## config.mk

```make
export PLATFORM = sky130hd
export DESIGN_NAME = centroid_update_flat
export DESIGN_NICKNAME = d
export VERILOG_FILES = /design/src/rtl/centroid_update_pkg.sv /design/src/rtl/centroid_update_if.sv /design/src/rtl/centroid_update_seq_divider.sv /design/src/rtl/centroid_update.sv /design/src/flat_wrapper.sv
export SDC_FILE = /design/constraint.sdc
export NUM_CORES = 1
export LEC_CHECK = 0
export CORE_AREA = 2 2 205 207
export CTS_CLUSTER_SIZE = 16
export DETAILED_ROUTE_END_ITERATION = 16
export DIE_AREA = 0 0 207 209
export PLACE_DENSITY = 0.82
export SLEW_MARGIN = 20
export SYNTH_ARGS = -nofsm -noshare
export SYNTH_HDL_FRONTEND = slang
export SYNTH_HIERARCHICAL = 1
export SYNTH_SLANG_ARGS = --single-unit
```

## constraint.sdc

```tcl
create_clock -name clk -period 3.78 [get_ports clk]
set_clock_uncertainty 0.05 [all_clocks]
set_input_delay 0.756 -clock clk [delete_from_list [all_inputs] [get_ports clk]]
set_output_delay 0.756 -clock clk [all_outputs]
set_load 0.05 [all_outputs]
```

## src/rtl/centroid_update_pkg.sv

```systemverilog
// Shared constants, state encoding and helpers for the k-means centroid update block.
// Latency: n/a (package only).
// Backpressure: n/a (package only).
package kmeans_pkg;

  localparam int CENTROID_NUM = 8;
  localparam int DIM_NUM      = 7;
  localparam int CORD_W       = 13;
  localparam int ACC_CORD_W   = 22;
  localparam int CNT_W        = 10;

  localparam int DATA_W    = DIM_NUM * CORD_W;
  localparam int ACC_W     = DIM_NUM * ACC_CORD_W;
  localparam int SEL_W     = $clog2(CENTROID_NUM);
  localparam int DIM_IDX_W = $clog2(DIM_NUM);
  localparam int DIM_SLOTS = 2 ** DIM_IDX_W;
  localparam int DIV_CNT_W = $clog2(ACC_CORD_W + 1);

  typedef enum logic [2:0] {
    CU_IDLE,
    CU_LOAD,
    CU_DIV,
    CU_STORE,
    CU_WRITE,
    CU_NEXT,
    CU_DONE
  } cu_state_t;

  // Clamp a full-width quotient into one coordinate field.
  function automatic logic [CORD_W-1:0] sat_cord(input logic [ACC_CORD_W-1:0] q);
    if (|q[ACC_CORD_W-1:CORD_W]) return {CORD_W{1'b1}};
    else                         return q[CORD_W-1:0];
  endfunction

endpackage

```

## src/rtl/centroid_update_if.sv

```systemverilog
// Centroid-load bus between the update engine (master) and the classifier (slave).
// Latency: lookups (accum/count/cur) are combinational functions of centroid_sel.
// Backpressure: none; the classifier must accept every one-cycle centroid_en strobe.
interface centroid_update_if
  import kmeans_pkg::*;
  ();

  logic [SEL_W-1:0]        centroid_sel;
  logic [ACC_W-1:0]        accum_data;
  logic [CNT_W-1:0]        count_data;
  logic [DATA_W-1:0]       cur_centroid;
  logic [DATA_W-1:0]       centroid_data;
  logic [CENTROID_NUM-1:0] centroid_en;

  modport master (
    output centroid_sel,
    output centroid_data,
    output centroid_en,
    input  accum_data,
    input  count_data,
    input  cur_centroid
  );

  modport slave (
    input  centroid_sel,
    input  centroid_data,
    input  centroid_en,
    output accum_data,
    output count_data,
    output cur_centroid
  );

endinterface

```

## src/rtl/centroid_update_seq_divider.sv

```systemverilog
// Restoring unsigned divider, one quotient bit per cycle.
// Latency: ACC_CORD_W cycles after the load cycle; last flags the final iteration.
// Backpressure: none; a load while busy restarts the division.
// Ports: load/dividend/divisor in, busy/last/quotient out; quotient valid once busy drops.
module seq_divider
  import kmeans_pkg::*;
(
  input  logic                  clk,
  input  logic                  rst,
  input  logic                  load,
  input  logic [ACC_CORD_W-1:0] dividend,
  input  logic [CNT_W-1:0]      divisor,
  output logic                  busy,
  output logic                  last,
  output logic [ACC_CORD_W-1:0] quotient
);

  logic [CNT_W-1:0]      rem_q;
  logic [CNT_W-1:0]      dvsr_q;
  logic [ACC_CORD_W-1:0] quo_q;
  logic [DIV_CNT_W-1:0]  cnt_q;
  logic [CNT_W:0]        trial;
  logic [CNT_W-1:0]      diff;

  // The dividend register doubles as the quotient: each cycle shifts its MSB
  // into the partial remainder and the new quotient bit into its LSB.
  assign trial = {rem_q, quo_q[ACC_CORD_W-1]};
  // When trial >= divisor the difference is below the divisor, so it fits CNT_W bits.
  assign diff  = trial[CNT_W-1:0] - dvsr_q;

  always_ff @(posedge clk) begin
    if (rst) begin
      rem_q  <= '0;
      dvsr_q <= '0;
      quo_q  <= '0;
      cnt_q  <= '0;
    end else if (load) begin
      rem_q  <= '0;
      dvsr_q <= divisor;
      quo_q  <= dividend;
      cnt_q  <= DIV_CNT_W'(ACC_CORD_W);
    end else if (cnt_q != '0) begin
      cnt_q <= cnt_q - DIV_CNT_W'(1);
      if (trial >= {1'b0, dvsr_q}) begin
        rem_q <= diff;
        quo_q <= {quo_q[ACC_CORD_W-2:0], 1'b1};
      end else begin
        rem_q <= trial[CNT_W-1:0];
        quo_q <= {quo_q[ACC_CORD_W-2:0], 1'b0};
      end
    end
  end

  assign busy     = (cnt_q != '0);
  assign last     = (cnt_q == DIV_CNT_W'(1));
  assign quotient = quo_q;

endmodule

```

## src/rtl/centroid_update.sv

```systemverilog
// Centroid update engine: new centroid = per-coordinate floor(sum / count), saturated.
// Latency: 164 cycles per populated centroid, 2 per empty one, plus 1 DONE cycle.
// Backpressure: none; start is only sampled in IDLE, strobes are fire-and-forget.
// Ports: clk/rst/start in; cu (master) carries centroid_sel, lookups and the
// centroid_data/centroid_en write strobe; busy, done (pulse) and sticky moved out.
module centroid_update
  import kmeans_pkg::*;
(
  input  logic                      clk,
  input  logic                      rst,
  input  logic                      start,
  centroid_update_if.master         cu,
  output logic                      busy,
  output logic                      done,
  output logic                      moved
);

  cu_state_t state_q, state_n;

  logic [SEL_W-1:0]        k_q;
  logic [SEL_W-1:0]        sel_q;
  logic [DIM_IDX_W-1:0]    c_q;
  logic [DIM_IDX_W-1:0]    c_nxt;
  logic [ACC_W-1:0]        acc_q;
  logic [CNT_W-1:0]        cnt_q;
  logic [DATA_W-1:0]       cur_q;
  logic [CORD_W-1:0]       res_arr [DIM_NUM];
  logic [DATA_W-1:0]       res_next_pk;
  logic [DATA_W-1:0]       out_data_q;
  logic [CENTROID_NUM-1:0] en_q;
  logic                    moved_q;

  logic [ACC_CORD_W-1:0]   acc_arr [DIM_SLOTS];
  logic                    div_load;
  logic [ACC_CORD_W-1:0]   div_dvd;
  logic [CNT_W-1:0]        div_dvs;
  logic                    div_busy;
  logic                    div_last;
  logic [ACC_CORD_W-1:0]   div_quo;
  logic [CORD_W-1:0]       sat_val;
  logic                    count_zero;
  logic                    last_coord;
  logic                    last_cent;

  // Unused slots beyond DIM_NUM read as zero so c_nxt never indexes past the array.
  always_comb begin
    for (int i = 0; i < DIM_SLOTS; i++) acc_arr[i] = '0;
    for (int i = 0; i < DIM_NUM; i++)   acc_arr[i] = acc_q[i*ACC_CORD_W +: ACC_CORD_W];
  end

  assign c_nxt      = c_q + DIM_IDX_W'(1);
  assign count_zero = (cu.count_data == '0);
  assign last_coord = (c_q == DIM_IDX_W'(DIM_NUM - 1));
  assign last_cent  = (k_q == SEL_W'(CENTROID_NUM - 1));
  assign sat_val    = sat_cord(div_quo);

  // Coordinate 0 is fed straight from the lookup in LOAD (its latch lands at the
  // same edge); later coordinates come from the latched accumulator.
  assign div_load = ((state_q == CU_LOAD) && !count_zero) ||
                    ((state_q == CU_STORE) && !last_coord);
  assign div_dvd  = (state_q == CU_LOAD) ? cu.accum_data[ACC_CORD_W-1:0] : acc_arr[c_nxt];
  assign div_dvs  = (state_q == CU_LOAD) ? cu.count_data : cnt_q;

  seq_divider u_div (
    .clk      (clk),
    .rst      (rst),
    .load     (div_load),
    .dividend (div_dvd),
    .divisor  (div_dvs),
    .busy     (div_busy),
    .last     (div_last),
    .quotient (div_quo)
  );

  // Result register with the coordinate being stored this cycle merged in,
  // so the final STORE can hand the complete centroid to the output register.
  always_comb begin
    res_next_pk = '0;
    for (int i = 0; i < DIM_NUM; i++) begin
      res_next_pk[i*CORD_W +: CORD_W] = (DIM_IDX_W'(i) == c_q) ? sat_val : res_arr[i];
    end
  end

  always_ff @(posedge clk) begin
    if (rst) state_q <= CU_IDLE;
    else     state_q <= state_n;
  end

  always_comb begin
    state_n = state_q;
    case (state_q)
      CU_IDLE:  if (start) state_n = CU_LOAD;
      CU_LOAD:  state_n = count_zero ? CU_NEXT : CU_DIV;
      CU_DIV:   if (div_busy && div_last) state_n = CU_STORE;
      CU_STORE: state_n = last_coord ? CU_WRITE : CU_DIV;
      CU_WRITE: state_n = CU_NEXT;
      CU_NEXT:  state_n = last_cent ? CU_DONE : CU_LOAD;
      CU_DONE:  state_n = CU_IDLE;
      default:  state_n = CU_IDLE;
    endcase
  end

  always_ff @(posedge clk) begin
    if (rst) begin
      k_q        <= '0;
      sel_q      <= '0;
      c_q        <= '0;
      acc_q      <= '0;
      cnt_q      <= '0;
      cur_q      <= '0;
      out_data_q <= '0;
      en_q       <= '0;
      moved_q    <= 1'b0;
      for (int i = 0; i < DIM_NUM; i++) res_arr[i] <= '0;
    end else begin
      case (state_q)
        CU_IDLE: begin
          if (start) begin
            k_q     <= '0;
            sel_q   <= '0;
            moved_q <= 1'b0;
          end
        end
        CU_LOAD: begin
          acc_q <= cu.accum_data;
          cnt_q <= cu.count_data;
          cur_q <= cu.cur_centroid;
          c_q   <= '0;
        end
        CU_STORE: begin
          res_arr[c_q] <= sat_val;
          if (!last_coord) begin
            c_q <= c_nxt;
          end else begin
            out_data_q <= res_next_pk;
            en_q       <= CENTROID_NUM'(1) << k_q;
          end
        end
        CU_WRITE: begin
          en_q    <= '0;
          moved_q <= moved_q | (out_data_q != cur_q);
        end
        CU_NEXT: begin
          if (!last_cent) begin
            k_q   <= k_q + SEL_W'(1);
            sel_q <= k_q + SEL_W'(1);
          end
        end
        CU_DONE: k_q <= '0;
        default: ;
      endcase
    end
  end

  assign cu.centroid_sel  = sel_q;
  assign cu.centroid_data = out_data_q;
  assign cu.centroid_en   = en_q;
  assign busy             = (state_q != CU_IDLE);
  assign done             = (state_q == CU_DONE);
  assign moved            = moved_q;

endmodule

```

## src/flat_wrapper.sv

```systemverilog
// flat-port wrapper written by rule: the top's interface ports become plain ports
module centroid_update_flat import kmeans_pkg::*;
  (clk, rst, start, busy, done, moved, cu_centroid_sel, cu_centroid_data, cu_centroid_en, cu_accum_data, cu_count_data, cu_cur_centroid);
  centroid_update_if cu_i ();
  input  logic clk;
  input  logic rst;
  input  logic start;
  output logic busy;
  output logic done;
  output logic moved;
  output wire logic [$bits(cu_i.centroid_sel)-1:0] cu_centroid_sel;
  output wire logic [$bits(cu_i.centroid_data)-1:0] cu_centroid_data;
  output wire logic [$bits(cu_i.centroid_en)-1:0] cu_centroid_en;
  input wire logic [$bits(cu_i.accum_data)-1:0] cu_accum_data;
  input wire logic [$bits(cu_i.count_data)-1:0] cu_count_data;
  input wire logic [$bits(cu_i.cur_centroid)-1:0] cu_cur_centroid;
  assign cu_centroid_sel = cu_i.centroid_sel;
  assign cu_centroid_data = cu_i.centroid_data;
  assign cu_centroid_en = cu_i.centroid_en;
  assign cu_i.accum_data = cu_accum_data;
  assign cu_i.count_data = cu_count_data;
  assign cu_i.cur_centroid = cu_cur_centroid;
  centroid_update u_core (.clk(clk), .rst(rst), .start(start), .cu(cu_i), .busy(busy), .done(done), .moved(moved));
endmodule
```

# Word level (Yosys, flattened, before mapping)
# Memories as Yosys holds them, arrays and structs flattened. A register that Yosys moved wholly into a read port is not among the register bits.
# Index checks and enable logic that the tools add are counted.
# op_classes
eq_ne	15
n_mux	36
shifts	1
magnitude_cmp	2
reduce_logical	26
addsub	4
bitwise_logic	2
# ops
op	count
$mux W22	5
$ne A91 B91 Y1	1
$bmux W22 S3	1
$mux W3	9
$mux W13	2
$mux W10	2
$pmux W3 S6	1
$pmux W8 S2	1
$eq A3 B3 Y1 const B	5
$reduce_or A13 Y1	1
$pmux W3 S2	2
$ge A11 B10 Y1	1
$logic_not A10 Y1	1
$mux W5	2
$reduce_and A2 Y1	5
$reduce_bool A2 Y1	5
$sub A10 B10 Y10	1
$pmux W3 S3	1
$reduce_or A9 Y1	1
$mux W1	8
$mux W8	1
$shl A1 B3 Y8 const A	1
$add A3 B1 Y3 const B	2
$eq A3 B2 Y1 const B	2
17 further kinds	25
# word_totals
word_cells	101
output_inout_bits	105
mem_bits_rw	91
inputBits	258
regBits	323
n_memories	1
# memory_table
memory	depth	width	read_ports	rd_ports_with_merged_regs	write_ports	line_no	text
u_core.res_arr	7	13	7	7	7	centroid_update.sv:27	logic [CORD_W-1:0] res_arr [DIM_NUM];

# Longest topological paths before layout
# Gate-level depths: netlist of run 1.
# depth
word_depth	7
ltp_mapped	13
depth_no_buf	10

# By module
# The synthesis of run 1 kept the hierarchy.
# by_module_without_submodules
mod	n_inst	area_each_um2	seq_area_each_um2	cells_per_inst
centroid_update	1	18880.6	9949.5	2198
seq_divider	1	2615.0	940.9	327

# Worst setup path after synthesis of run 1
# No wires, ideal clock.
# synth_path
path_type	reg-to-reg
start	register u_core.c_q[0]
end	register u_core.u_div.quo_q[17] (netlist: u_core/u_div/quotient[17])
setup_time_ns	0.128
path_stages_with_launch	12
path_slack_ns	1.112
synth_period_minus_slack_ns	2.668
t_required_ns	3.602
t_arrival_ns	2.490
n_path_buf	4
cell_sequence	dfxtp_1 > buf_2 > inv_1 > clkbuf_1 > ha_1 > clkbuf_1 > clkbuf_1 > mux4_2 > o21ai_0 > o21ai_0 > a21oi_1 > nor2_1
# synth_via
elab_chain_cells	7
word_cells_on_any_way	12
cone_classes	add/sub (1); eq/ne (1); mux (5); bitwise (1); reduce/logical (4)
# synth_rtl
element	line_no	text
start, declared	centroid_update.sv:22	logic [DIM_IDX_W-1:0] c_q;
start signal, assigned	centroid_update.sv:133	c_q <= c_nxt;
$add A3 B1 Y3	centroid_update.sv:51	assign c_nxt = c_q + DIM_IDX_W'(1);
$not A3 Y4 (not written as such)	centroid_update.sv:61	assign div_dvd = (state_q == CU_LOAD) ? cu.accum_data[ACC_CORD_W-1:0] : acc_arr[c_nxt];
$bmux W22 S3	centroid_update.sv:61	
$mux W22 (not written as such) (2 in series)	centroid_update.sv:61	
$mux W22	centroid_update.sv:61	
named net u_core.div_dvd[17]	centroid_update.sv:35	logic [ACC_CORD_W-1:0] div_dvd;
$mux W22	centroid_update_seq_divider.sv:37	end else if (load) begin
end signal, assigned	centroid_update_seq_divider.sv:40	quo_q <= dividend;
end signal, assigned	centroid_update_seq_divider.sv:46	quo_q <= {quo_q[ACC_CORD_W-2:0], 1'b1};
end signal, assigned	centroid_update_seq_divider.sv:49	quo_q <= {quo_q[ACC_CORD_W-2:0], 1'b0};
end, declared	centroid_update_seq_divider.sv:20	logic [ACC_CORD_W-1:0] quo_q;
# The timed path passes the listed nets, and every way through them passes these cells. The select of a mux whose other input is x is not followed.
# A chain may end at the register's enable or synchronous reset.

# Worst setup path in the final report of run 1
# layout_path
start	register u_core.state_q[1]
end	output port done
# layout_via
elab_chain_cells	1
# layout_rtl
element	line_no	text
start, declared	centroid_update.sv:18	cu_state_t state_q, state_n;
start signal, assigned	centroid_update.sv:86	else state_q <= state_n;
$eq A3 B3 Y1	centroid_update.sv:159	assign done = (state_q == CU_DONE);
end, declared	flat_wrapper.sv:9	output logic done;
# Every way passes these cells.

==> results of run 1 <==
[metal layers]
metal / wire, µm / track usage [%] / share of wire (%)
met1: 26970 / 38.58 / 41
met2: 30130 / 46.05 / 46
met3: 5436 / 5.996 / 8.3
met4: 2659 / 12.24 / 4.1
met5: 24 / 0 / 0.037
[cells in the final DEF (no fill, tap or decap), types with 21 or more instances in the layout]
cell | Yosys | layout
dfxtp_1 | 427 | 426
xnor2_1 | 65 | 65
mux2i_1 | 39 | 39
o21ai_0 | 70 | 70
nor2_1 | 162 | 159
edfxtp_1 | 78 | 78
mux4_2 | 22 | 22
inv_1 | 31 | 31
a21oi_1 | 418 | 418
clkdlybuf4s50_1 | 0 | 361
nand3_1 | 21 | 21
clkbuf_16 | 0 | 51
xor2_1 | 24 | 23
o211ai_1 | 25 | 25
nand2_1 | 764 | 764
buf_4 | 0 | 21
[registers in the layout, summed over array words and instances, names as in the netlist, 5 cells and up]
signal                   flops
u_core/cur_q                91
u_core/acc_q               154
u_core/cu.centroid_en        8
u_core/u_div/cnt_q           5
u_core/cu.centroid_data     91
u_core/u_div/dvsr_q         10
u_core/u_div/rem_q          10
u_core/res_arr              91
u_core/cnt_q                10
u_core/u_div/quotient       22
[worst min path at each step]
| stage | startpoint | end | cells past startpoint |
|---|---|---|---|
| after floorplan | u_core/acc_q[22] | u_core/acc_q[22] | 2 |
| final | rst | u_core/k_q[0] | 2 |
| after detailed placement | u_core/acc_q[17] | u_core/acc_q[17] | 2 |
| after CTS | rst | u_core/k_q[0] | 2 |
| after global placement | u_core/acc_q[17] | u_core/acc_q[17] | 2 |
| after global routing | rst | u_core/k_q[0] | 2 |
[cell type report]
class / count / area (µm²)
clock inverter: 26 / 186.4
inverter: 32 / 120.1
multi-input combinational: 1806 / 9736
antenna: 1 / 2.502
timing repair buffer: 388 / 3886
tap: 539 / 674.4
clock buffer: 68 / 1430
sequential: 505 / 10890
fill: 3311 / 14360
[per-stage QoR]
stage          hold WS, ns  cells  total power, mW
2_1_floorplan       0.3831   2525            8.671
3_3_place_gp        0.3880   3270            9.578
3_5_place_dp        0.3944   3270            9.663
4_1_cts             0.3128   3364            14.50
5_1_grt             0.3259   3364            15.10
6_report            0.3486   3365            14.48
[critical path, delay by kind of cell, from the launching register on]
family | cells | cell delay [ns]
buffers and inverters | 2 | 1.08
DFF | 1 | 0.36
and+or+nand+nor | 2 | 0.27
[cells in the mapped netlist (4+ instances only)]
cell       instances  area (µm²)
a21oi_1          418        2092
nand2b_1          12       75.07
a211oi_1           5       37.54
xnor2_1           65       569.3
a21oi_2            9       78.83
and3_1             7       43.79
xor2_1            24       210.2
or3_1              4       25.02
nand4_1           19       118.9
nor4_1            12       75.07
clkbuf_1         134       503.0
nor2_1           162       608.1
o2bb2ai_1          4       35.03
dfxtp_1          427        8548
o21ai_0           70       350.3
nor2b_1           10       62.56
buf_6              4       45.04
nor3_1            14       70.07
nand3_1           21       105.1
nand2_1          764        2868
o211ai_1          25       187.7
inv_1             31       116.4
edfxtp_1          78        2342
o41ai_4            4       110.1
o211ai_2           9       112.6
buf_2             34       170.2
mux2i_1           39       390.4
buf_1              7       26.28
mux4_2            22       495.5
nand2_2            9       56.30
ha_1              20       250.2
nor4_4            10       212.7
[kinds of logic (layout without fill, tap and decap cells)]
family | count (synthesis) | after routing | share of synthesized area (%)
xor gates and xnor gates | 89 | 89 | 3.626
muxes | 61 | 61 | 4.121
buffers and inverters | 214 | 514 | 4.307
other | 0 | 1 | 0
and+or+nand+nor | 1065 | 1065 | 20.91
AOI/OAI and AO/OA | 570 | 570 | 15.11
DFF | 505 | 505 | 50.66
adders and majority gates | 21 | 21 | 1.257
[power breakdown]
part | internal, mW | switching [mW] | total, mW
Clock | 2.73 | 2.14 | 4.87
Combinational | 1.30 | 2.16 | 3.46
Sequential | 5.87 | 0.282 | 6.15
Total | 9.90 | 4.58 | 14.5
==> results.py, run 1 <==
metrics = {
    "sta": {
        "finalCriticalPeriod_ns": 3.111,
        "relSlewSlack_pct": 26.85,
        "final-max-slew-violation-count": 0,
        "setup_tns_ns": 0,
        "fmax_mhz": 321.4,
        "setup_slack_ns": 0.6688,
        "period_share_pct": 82.31,
        "rsz0062_at_grt": "false",
        "worst_slew_pin_slew_ns": 1.095,
        "final-hold-violation-count": 0,
        "setup_viol": 0,
    },
    "placement": {
        "dp_slack_ns": 0.8194,
        "hpwl_mm": 46.26,
        "port-buffer-count": 362,
        "gp_congestion": 0.9276,
        "place_area_mm2": 0.02531,
    },
    "setup_path": {
        "arrival_ns": 2.31,
        "cpPeakStageDelay_ns": 0.84,
        "cp-start-kind": "flop",
        "cp_slowest_cell": "clkdlybuf4s50_1",
        "crit_path_end": "done",
        "r2r_slack_ns": 0.76,
        "rr_endpoint": "u_core/u_div/quotient[17]",
        "worstSetupPathType": "flop to primary output",
        "worstSetupEndpointType": "primary output",
        "worstPathRequired_ns": 2.97,
        "reg2regPathDepth": 9,
        "crit_start": "u_core/state_q[1]",
        "path_cells": "buf_4 -> nand2_1 -> nor2_1 -> clkdlybuf4s50_1",
        "crit_fanout": 19,
        "r2r_start": "u_core/c_q[0]",
    },
    "floorplanning": {
        "initial_utilization_pct": 52.06,
        "core_area_mm2": 0.04129,
        "die_w_um": 207,
        "ioPinCount": 363,
        "die_h_um": 209,
        "die-area_mm2": 0.04326,
        "rows": 75,
    },
    "layout": {
        "fin_util_pct": 65.22,
        "fin_nets": 3062,
        "area_growth_pct": 25.27,
        "final_cell_area_mm2": 0.02693,
        "drive_gt1_share_pct": 6.973,
    },
    "clock_network": {
        "hold_buffers": 0,
        "cts_resized": 0,
        "cts_root_buf": "clkbuf_16",
        "cts_num_sinks": 505,
        "post_cts_buffers": 0,
        "cts_tree": "yes",
        "cts.path.max_buffers": 3,
        "insertion_delay_ns": 0.60,
        "cts_buffers": 50,
        "htree_num_levels": 2,
        "clk_pin_slew_ns": 0.06,
    },
    "yosys": {
        "syn_area_per_cell_um2": 8.513,
        "synth_fp_nets": 2804,
        "synthArstFlopShare_pct": 0,
        "ys_types": 69,
        "synth_top_flop_cell": "dfxtp_1",
        "synth.cell_area_mm2": 0.02150,
        "yosysSeqAreaShare_pct": 50.66,
        "yosysWarnings": 6,
        "ys_ff_latch": 505,
        "syn-instance-count": 2525,
        "synth-edff-count": 78,
    },
    "grt": {
        "grtUsageTotal_pct": 28.99,
        "grt_pass1_vias": 18000,
        "overflow": 0,
        "grt_max_degree": 158,
        "antenna_found_initial": 3,
        "grt_pass1_wl_mm": 99.59,
    },
    "route": {
        "drt-initial-drc-count": 1934,
        "drtAntennaViolNets": 0,
        "via_count": 18890,
        "wl_per_cell_um": 19.38,
        "post-route-drc-count": 0,
        "viasPerCell": 5.614,
        "drt-pass1-iter-count": 5,
        "routed_wl_mm": 65.23,
    },
    "outcome": {
        "status": "complete, no violations",
    },
    "min_path": {
        "hold_class": "input pin to flop",
    },
    "power": {
        "power_density_mw_per_mm2": 537.8,
        "p_leak_nw": 9.570,
        "vdd_ir_drop_max_v": 0.0004038,
    },
    "job": {
        "drv_cap": 0,
    },
}
Power figures use the tool's default switching activity.
==> run 2, diff against run 1 <==
--- a/config.mk
+++ b/config.mk
@@ -5,11 +5,11 @@
 export SDC_FILE = /design/constraint.sdc
 export NUM_CORES = 1
 export LEC_CHECK = 0
-export CORE_AREA = 2 2 205 207
+export CORE_AREA = 2 2 215 217
 export CTS_CLUSTER_SIZE = 16
 export DETAILED_ROUTE_END_ITERATION = 16
-export DIE_AREA = 0 0 207 209
-export PLACE_DENSITY = 0.82
+export DIE_AREA = 0 0 217 219
+export PLACE_DENSITY = 0.79
 export SLEW_MARGIN = 20
 export SYNTH_ARGS = -nofsm -noshare
 export SYNTH_HDL_FRONTEND = slang
==> constraint.sdc (replaced) <==
create_clock -name clk -period 2.7 [get_ports clk]
set_clock_uncertainty 0.05 [all_clocks]
set_input_delay 0.54 -clock clk [delete_from_list [all_inputs] [get_ports clk]]
set_output_delay 0.54 -clock clk [all_outputs]
set_load 0.05 [all_outputs]
==> run 2 against run 1 <==
Utilization fell by 4.4 points. Total power rose by 43%. Sequential share of layout area fell by 0.74 points. First-iteration DRC count rose by 16%. Critical endpoint is now cu_centroid_data[87].
==> results.py, run 2 (same netlist as run 1, synthesis figures left out) <==
metrics = {
    "outcome": {
        "status": "complete, no violations",
    },
    "layout": {
        "antenna_cells": 0,
        "drive_gt1_share_pct": 8.147,
        "regMostFlops": "u_core/acc_q",
        "multi_input_area_mm2": 0.009738,
        "area_growth_pct": 27.61,
        "fin_util_pct": 60.84,
        "stdcell_count": 3460,
        "fin_nets": 3097,
        "mostFrequentLayoutCells": "nand2_1 (764), dfxtp_1 (426), a21oi_1 (418)",
        "register_area_mm2": 0.01089,
        "largest_reg_flops": 154,
        "nFillCells": 3771,
        "final_common_cell": "nand2_1",
    },
    "power": {
        "p_leak_nw": 9.812,
        "p_sw_share_pct": 31.44,
        "combPwrFrac_pct": 24.8,
        "total_power_mw": 20.78,
        "p_sw_mw": 6.534,
        "vdd_ir_drop_max_v": 0.0005180,
        "seqPwrFrac_pct": 41.5,
        "power_density_mw_per_mm2": 757.6,
        "p_int_mw": 14.25,
        "p_clk_share_pct": 33.7,
    },
    "placement": {
        "hpwl_mm": 47.92,
        "gp_congestion": 0.9498,
        "port-buffer-count": 362,
        "dpl.cell_count": 3366,
    },
    "floorplanning": {
        "die-area_mm2": 0.04752,
        "rows": 78,
        "ioPinCount": 363,
        "initial_utilization_pct": 47.67,
        "core_area_mm2": 0.04509,
        "die_h_um": 219,
        "die_w_um": 217,
    },
    "sta": {
        "setup_viol": 0,
        "final-max-slew-violation-count": 0,
        "finalCriticalPeriod_ns": 2.568,
        "rsz0062_at_grt": "false",
        "relSlewSlack_pct": 32.56,
        "final-hold-violation-count": 0,
        "period_share_pct": 95.10,
        "fmax_mhz": 389.5,
        "fin_hold_ws_ns": 0.1146,
        "worst_slew_pin_slew_ns": 1.012,
    },
    "clock_network": {
        "cts.path.max_buffers": 3,
        "clk_pin_slew_ns": 0.06,
        "htree_num_levels": 2,
        "post_cts_buffers": 0,
        "cts_root_buf": "clkbuf_16",
        "cts_num_sinks": 505,
        "cts_tree": "yes",
        "insertion_delay_ns": 0.60,
        "cts_buffers": 50,
    },
    "grt": {
        "grt_max_degree": 204,
        "antenna_found_initial": 0,
        "grtUsageTotal_pct": 27.29,
        "grt_pass1_wl_mm": 101.5,
        "overflow": 0,
        "grt_pass1_vias": 18210,
    },
    "route": {
        "drt-pass1-iter-count": 5,
        "drt-initial-drc-count": 2253,
        "viasPerCell": 5.493,
        "wl_per_cell_um": 19.37,
        "via_count": 19010,
        "drtAntennaViolNets": 0,
        "post-route-drc-count": 0,
        "routed_wl_mm": 67.00,
    },
    "setup_path": {
        "crit_fanout": 3,
        "worstSetupPathType": "flop to primary output",
        "cpPeakStageDelay_ns": 0.87,
        "cp-start-kind": "flop",
        "worstPathRequired_ns": 2.11,
        "path_cells": "clkdlybuf4s50_1",
        "arrival_ns": 1.98,
        "path_buf_inv": 1,
        "cp_slowest_cell": "clkdlybuf4s50_1",
        "worstSetupEndpointType": "primary output",
        "path_delay_family": "buffers and inverters",
    },
    "min_path": {
        "hold_class": "input pin to flop",
    },
    "job": {
        "drv_cap": 0,
    },
}
-- run 2: cell types whose count changed in the layout (fill, tap and decap cells not counted), sizes merged --
| cell | change |
|---|---|
| diode | -1 |
| clkinvlp | -4 |
| inv | +1 |
| buf | +37 |
| clkbuf | +1 |
| bufinv | +2 |
| clkdlybuf4s50 | -2 |
-- run 2: worst paths after layout --
kind | from | end | slack [ns] | cells after the start
worst max-delay path | u_core/cu.centroid_data[87] | cu_centroid_data[87] | 0.13 | 1
worst min-delay path | rst | u_core/c_q[2] | 0.11 | 2
worst min register to register | u_core/acc_q[20] | u_core/acc_q[20] | 0.40 | 2
worst max register to register | u_core/c_q[0] | u_core/u_div/quotient[21] | 0.21 | 9
-- run 2: timing repair --
item | in CTS | in global routing
endpoints found under the hold margin | 0 | 0
setup endpoints to repair | 1 | 0
hold buffers | 0 | 0
resized for setup | 1 | 0
-- run 2: stage by stage --
step	TNS, ns	setup WS [ns]	instance area [µm²]
floorplan	0	0.03206	21500
global placement	-0.1077	-0.1077	25770
detailed placement	-0.1145	-0.1145	25770
CTS	0	0.09259	27430
global route	0	0.09755	27430
finish	0	0.1323	27430
-- run 2: power by group through the flow --
stage	Clock, mW	Combinational (mW)	Sequential (mW)
6_report	7.00	5.16	8.62
2_1_floorplan	0	3.51	8.63
4_1_cts	7.08	5.12	8.61
3_3_place_gp	0	5.01	8.74
3_5_place_dp	0	5.09	8.77
5_1_grt	7.37	5.58	8.68
-- run 2: metal layers --
layer,global-route usage (%),vias to the layer above,part of all wire (%)
li1,-,9048,-
met1,35.84,8894,42
met2,44.70,937,46
met3,4.823,128,8.1
met4,10.89,0,4.1
met5,0,-,0
-- run 2: layout make-up --
cell class              count  share of cell area [%]
flip-flops and latches    505                   39.71
multi-input cells        1806                   35.50
clock inverters            25                  0.9031
repair buffers            423                   15.56
clock buffers              69                   5.154
inverters                  32                  0.4379
well taps                 600                   2.737
